[config.mk]
export PLATFORM = sky130hd
export DESIGN_NAME = spm_port_arb
export DESIGN_NICKNAME = d
export VERILOG_FILES = /design/src/rtl/spm_port_arb.sv
export SDC_FILE = /design/constraint.sdc
export NUM_CORES = 1
export LEC_CHECK = 0
export BUFFER_PORTS_ARGS = -buffer_cell sky130_fd_sc_hd__buf_2
export CORE_MARGIN = 5
export CORE_UTILIZATION = 37
export CTS_CLUSTER_SIZE = 20
export DETAILED_ROUTE_END_ITERATION = 7
export PLACE_DENSITY = 0.73
export SLEW_MARGIN = 10
export SYNTH_ARGS = -nofsm -noshare
export SYNTH_HDL_FRONTEND = slang
export SYNTH_SLANG_ARGS = --single-unit
[constraint.sdc]
create_clock -name clk -period 1.5 [get_ports clk]
set_input_delay 0.15 -clock clk [delete_from_list [all_inputs] [get_ports clk]]
set_output_delay 0.15 -clock clk [all_outputs]
set_load 0.01 [all_outputs]
[src/rtl/spm_port_arb.sv]
// Port B arbiter for the scratch-pad memory: single-word MEM accesses versus
// auto-incrementing DMA bursts, with a starvation guard so DMA always progresses.
module spm_port_arb #(
    parameter  int ADDR_W       = 12,
    parameter  int DATA_W       = 32,
    parameter  int BURST_MAX    = 16,
    parameter  int STARVE_LIMIT = 8,
    localparam int LEN_W        = $clog2(BURST_MAX + 1)
) (
    input  logic              clk,
    input  logic              reset_,
    input  logic [ADDR_W-1:0] mem_addr,
    input  logic              mem_as_,
    input  logic              mem_rw,
    input  logic [DATA_W-1:0] mem_wdata,
    output logic [DATA_W-1:0] mem_rdata,
    output logic              mem_stall,
    input  logic              dma_req,
    input  logic              dma_rw,
    input  logic [ADDR_W-1:0] dma_addr,
    input  logic [LEN_W-1:0]  dma_len,
    input  logic [DATA_W-1:0] dma_wdata,
    output logic              dma_gnt,
    output logic              dma_wr_ack,
    output logic [DATA_W-1:0] dma_rdata,
    output logic              dma_rvalid,
    output logic              dma_done,
    output logic [ADDR_W-1:0] spm_addr,
    output logic              spm_as_,
    output logic              spm_rw,
    output logic [DATA_W-1:0] spm_wdata,
    input  logic [DATA_W-1:0] spm_rdata
);

    localparam int SW = $clog2(STARVE_LIMIT + 1);

    typedef enum logic {
        ST_IDLE,
        ST_DMA_BURST
    } state_t;

    typedef enum logic [1:0] {
        OWN_NONE,
        OWN_MEM,
        OWN_DMA
    } owner_t;

    state_t            state_q, state_d;
    owner_t            rdOwner_q, rdOwner_d;
    logic [SW-1:0]     starveCnt_q, starveCnt_d;
    logic [ADDR_W-1:0] burstAddr_q, burstAddr_d;
    logic              burstRw_q, burstRw_d;
    logic [LEN_W-1:0]  beatCnt_q, beatCnt_d;
    logic              done_q, done_d;
    logic [DATA_W-1:0] memHold_q, memHold_d;

    logic [LEN_W-1:0]  lenEff;
    logic              dmaWin;
    logic              memWin;

    // A zero length still moves one word; oversize requests are cut to BURST_MAX.
    always_comb begin
        lenEff = dma_len;
        if (dma_len == '0) begin
            lenEff = LEN_W'(1);
        end else if (dma_len > LEN_W'(BURST_MAX)) begin
            lenEff = LEN_W'(BURST_MAX);
        end
    end

    always_comb begin
        state_d     = state_q;
        rdOwner_d   = OWN_NONE;
        starveCnt_d = starveCnt_q;
        burstAddr_d = burstAddr_q;
        burstRw_d   = burstRw_q;
        beatCnt_d   = beatCnt_q;
        done_d      = 1'b0;
        memHold_d   = (rdOwner_q == OWN_MEM) ? spm_rdata : memHold_q;

        dmaWin      = 1'b0;
        memWin      = 1'b0;
        spm_as_     = 1'b1;
        spm_addr    = mem_addr;
        spm_rw      = 1'b1;
        spm_wdata   = mem_wdata;
        mem_stall   = 1'b0;
        dma_gnt     = 1'b0;
        dma_wr_ack  = 1'b0;

        if (!reset_) begin
            case (state_q)
                ST_IDLE: begin
                    dmaWin = dma_req && (mem_as_ || (starveCnt_q == SW'(STARVE_LIMIT)));
                    memWin = !dmaWin && !mem_as_;
                    if (dmaWin) begin
                        dma_gnt     = 1'b1;
                        mem_stall   = !mem_as_;
                        burstAddr_d = dma_addr;
                        burstRw_d   = dma_rw;
                        beatCnt_d   = lenEff;
                        starveCnt_d = '0;
                        state_d     = ST_DMA_BURST;
                    end else if (memWin) begin
                        spm_as_   = 1'b0;
                        spm_addr  = mem_addr;
                        spm_rw    = mem_rw;
                        spm_wdata = mem_wdata;
                        if (mem_rw) begin
                            rdOwner_d = OWN_MEM;
                        end
                        if (dma_req && (starveCnt_q != SW'(STARVE_LIMIT))) begin
                            starveCnt_d = starveCnt_q + SW'(1);
                        end
                    end
                    if (!dma_req) begin
                        starveCnt_d = '0;
                    end
                end
                ST_DMA_BURST: begin
                    spm_as_     = 1'b0;
                    spm_addr    = burstAddr_q;
                    spm_rw      = burstRw_q;
                    spm_wdata   = dma_wdata;
                    dma_wr_ack  = !burstRw_q;
                    mem_stall   = !mem_as_;
                    rdOwner_d   = burstRw_q ? OWN_DMA : OWN_NONE;
                    burstAddr_d = burstAddr_q + ADDR_W'(1);
                    beatCnt_d   = beatCnt_q - LEN_W'(1);
                    if (beatCnt_q == LEN_W'(1)) begin
                        done_d  = 1'b1;
                        state_d = ST_IDLE;
                    end
                end
                default: begin
                    state_d = ST_IDLE;
                end
            endcase
        end
    end

    // Read data lands one cycle after the access; done for a read burst lines up
    // with the final rvalid because both come from the last beat one cycle late.
    assign dma_rdata  = spm_rdata;
    assign dma_rvalid = !reset_ && (rdOwner_q == OWN_DMA);
    assign dma_done   = !reset_ && done_q;
    assign mem_rdata  = (rdOwner_q == OWN_MEM) ? spm_rdata : memHold_q;

    always_ff @(posedge clk) begin
        if (reset_) begin
            state_q     <= ST_IDLE;
            rdOwner_q   <= OWN_NONE;
            starveCnt_q <= '0;
            burstAddr_q <= '0;
            burstRw_q   <= 1'b0;
            beatCnt_q   <= '0;
            done_q      <= 1'b0;
            memHold_q   <= '0;
        end else begin
            state_q     <= state_d;
            rdOwner_q   <= rdOwner_d;
            starveCnt_q <= starveCnt_d;
            burstAddr_q <= burstAddr_d;
            burstRw_q   <= burstRw_d;
            beatCnt_q   <= beatCnt_d;
            done_q      <= done_d;
            memHold_q   <= memHold_d;
        end
    end

endmodule

==> run metrics <==
status=finished with violations; failing checks=negative setup slack; Async S/R FF share, synth=0; Clock Sinks=slightly below 60; clock latency on the worst-skew pair=~0.34 ns; Final period util=1.21; crit path cell chain=inv_2 > ha_4 > and3b_2 > buf_6 > o21ai_4 > buf_6 > nor2_4 > buf_6; CTS clk-pin slew, worst paths=0.07 ns; vias per cell=~5.3; Max Slew Vio Count=0; Simple-Gate Fraction of Synth Area=0.322; first-pass GRT wire length=around 24000 microns; I/O Buffers=between 200 and 250; worst ir drop on vdd=between 0.0003 and 0.0004 V; Syn Inst Count=460; P_leak=3.33 nW; RSZ-0062 raised after global routing=yes; multiplexer area fraction after synthesis=0.107; largest family of logic cells by synthesized area=simple AND/OR/NAND/NOR gates; Crit Path Max Fanout=4; met2 routed WL=a little under 9000 microns; TNS Setup=-15.56 ns; worst relative slew slack=0.768; I/O Pins=~250; met3 wire len=roughly 1400 microns; largest net degree at the start of global routing=38; crit path buf inv count=4; Top Metal Used=met4; Antenna Nets Post-Route=0; Iter 0 DRT Violations=between 300 and 400; placed cell area=about 4700 sq um; CTS Root Cell=clkbuf_8; CP Capture Type=output port; max cap viols=0; Max Freq=~550 MHz; pwr dens=around 690 nW/um^2; Hold Vio Cnt, Final=0; Final Skew=between 0.006 and 0.007 ns; Remaining DRCs=0; detailed-router iteration count before antenna repair=4; Synth Flop Type=dfxtp_1; Critical Path RT=~1.4 ns; Die Height=about 110 microns; TritonCTS clock tree=yes; cell area after synthesis=3450 sq um; DR vias=~4.4k; Data arrival, critical path=1.66 ns; Yosys cell types=between 40 and 50; critical path's slowest cell=dfxtp_2; mean post-synth cell area=7.50 sq um; final WL=about 16000 microns; Worst Hold Class=in -> reg; flop-to-flop setup slack=-0.25 ns; met1 WL=roughly 5500 microns; CP max stage delay=0.34 ns; DR WL/cell=just under 20 microns; Top delay family on crit path=buffers and inverters; Critical Path Most Common Cell=buf_6; setup violators final=about 100; Total GRT Usage=0.266; Tightest Pin Transition=roughly 0.34 ns; Synth Area in XOR/XNOR=0.00508; DP Worst Slack=-0.212 ns; CTS max path bufs=2; row cnt=35; Synth Register Bits=a little under 60; number of CTS-inserted buffers=9; die area=around 11000 sq um; Finished Core Util=0.738; GRT overflow=0; Synth Area in Adders=0.0181; fin area=6750 sq um; final net count=860; post-synth net total=596; minimum clock period=1.81 ns; detailed placement HPWL=between 9000 and 10000 microns; Core ar.=slightly above 9000 sq um; Initial Utilization=0.377; Synth Area in Compound Gates=0.0979; Area Overhead vs Synth=95.7%; critical path class=reg -> out; sequential share of the synthesized area=0.337; H-tree levels=3; setup ws final=-0.312 ns; hold buffer count at cts=0; number of synthesized flops with an enable pin=0; routability cong.=approximately 0.9; YS warnings=0; initial antenna violation count=0; Startpoint Class=flip-flop; die width=between 100 and 150 microns; vias in the first global route=around 4.7k; total power=roughly 4.7 mW; layout cells sized above 1=0.698; ANT cells=0
-- per-stage QoR --
stage / hold WS [ns] / std cells
after detailed placement: 0.417 / 784
after global placement: 0.406 / 784
after CTS: 0.0550 / 837
after floorplan: 0.286 / 460
after global routing: 0.0736 / 839
final: 0.0709 / 839
-- sequential cells by signal (all words and copies together), names as in the netlist --
name	flops
memHold_q	32
rdOwner_q	2
state_q	1
burstAddr_q	12
burstRw_q	1
beatCnt_q	5
done_q	1
starveCnt_q	4
-- cells in the final DEF (no fill, tap or decap), types with 5 or more instances in the layout --
master / n
buf_2: 179
buf_6: 95
dfxtp_1: 54
nand2_2: 53
nand2_1: 47
nand2_4: 47
mux2_4: 32
and2_1: 24
buf_4: 23
nor2_1: 15
clkbuf_8: 13
a21oi_1: 11
nand3_1: 10
buf_12: 10
and2_4: 8
nor3_1: 6
a31oi_1: 5
o21ai_0: 5
buf_16: 5
-- power by group --
part	switching (mW)	internal, mW	leakage (nW)
Sequential	0.0545	1.60	0.474
Clock	0.623	0.773	0.0948
Combinational	0.759	0.842	2.77
Total	1.44	3.22	3.33
-- logic make-up (layout without fill, tap and decap cells) --
kind of cell,count (synthesis),count (layout)
AOI/OAI and AO/OA,50,50
xor gates and xnor gates,2,2
muxes,33,33
and+or+nand+nor,244,244
adders and majority gates,5,5
DFF,58,58
buffers and inverters,68,336
-- layout make-up --
| type | instances | area, sq um |
|---|---|---|
| Multi-Input combinational cell | 334 | 2710 |
| Timing Repair Buffer | 314 | 2520 |
| Fill cell | 604 | 2400 |
| Sequential cell | 58 | 1170 |
| Clock buffer | 14 | 183 |
| Tap cell | 111 | 139 |
| Inverter | 7 | 28.8 |
| Clock inverter | 1 | 7.51 |
-- synthesized netlist by cell type, types with 3 or more instances --
| master | number | area [sq um] |
|---|---|---|
| inv_1 | 7 | 26.3 |
| nor2_1 | 19 | 71.3 |
| a21oi_1 | 16 | 80.1 |
| o211ai_1 | 3 | 22.5 |
| mux2_1 | 4 | 45.0 |
| and3_1 | 3 | 18.8 |
| nand2_1 | 148 | 556 |
| clkbuf_1 | 20 | 75.1 |
| a211oi_1 | 4 | 30.0 |
| or3_1 | 3 | 18.8 |
| mux2_2 | 28 | 315 |
| nand3_1 | 11 | 55.1 |
| ha_1 | 5 | 62.6 |
| and2_1 | 32 | 200 |
| nor3_1 | 8 | 40.0 |
| o21ai_0 | 6 | 30.0 |
| nor2b_1 | 3 | 18.8 |
| dfxtp_1 | 58 | 1160 |
| buf_2 | 7 | 35.0 |
| buf_4 | 33 | 248 |
| a31oi_1 | 5 | 31.3 |
-- worst register-to-register path: stages, from the launching register on --
cell	delay [ns]
dfxtp_2	0.34
inv_2	0.05
ha_4	0.15
and3b_2	0.24
buf_4	0.15
buf_6	0.11
o21a_4	0.21
buf_6	0.13
a32oi_1	0.15
a21oi_1	0.09
-- timing repair --
| item | in CTS | in global routing |
|---|---|---|
| resized for setup | 230 | 134 |
| pin swaps | 82 | 71 |
| buffers inserted | 25 | 16 |
| setup endpoints to repair | 99 | 107 |
| gates cloned | 13 | 1 |
-- per-layer routing --
layer	up-vias	global-route usage
li1	2020	-
met1	2081	0.265
met2	271	0.488
met3	59	0.0856
met4	0	0.142
met5	-	0
-- final timing paths --
kind	start	cells after the start	end
worst max register to register	starveCnt_q[1]	9	burstAddr_q[7]
worst max-delay path	starveCnt_q[1]	8	dma_gnt
worst min-delay path	dma_rw	3	burstRw_q
worst min register to register	starveCnt_q[3]	2	starveCnt_q[3]
Power figures use the tool's default switching activity.
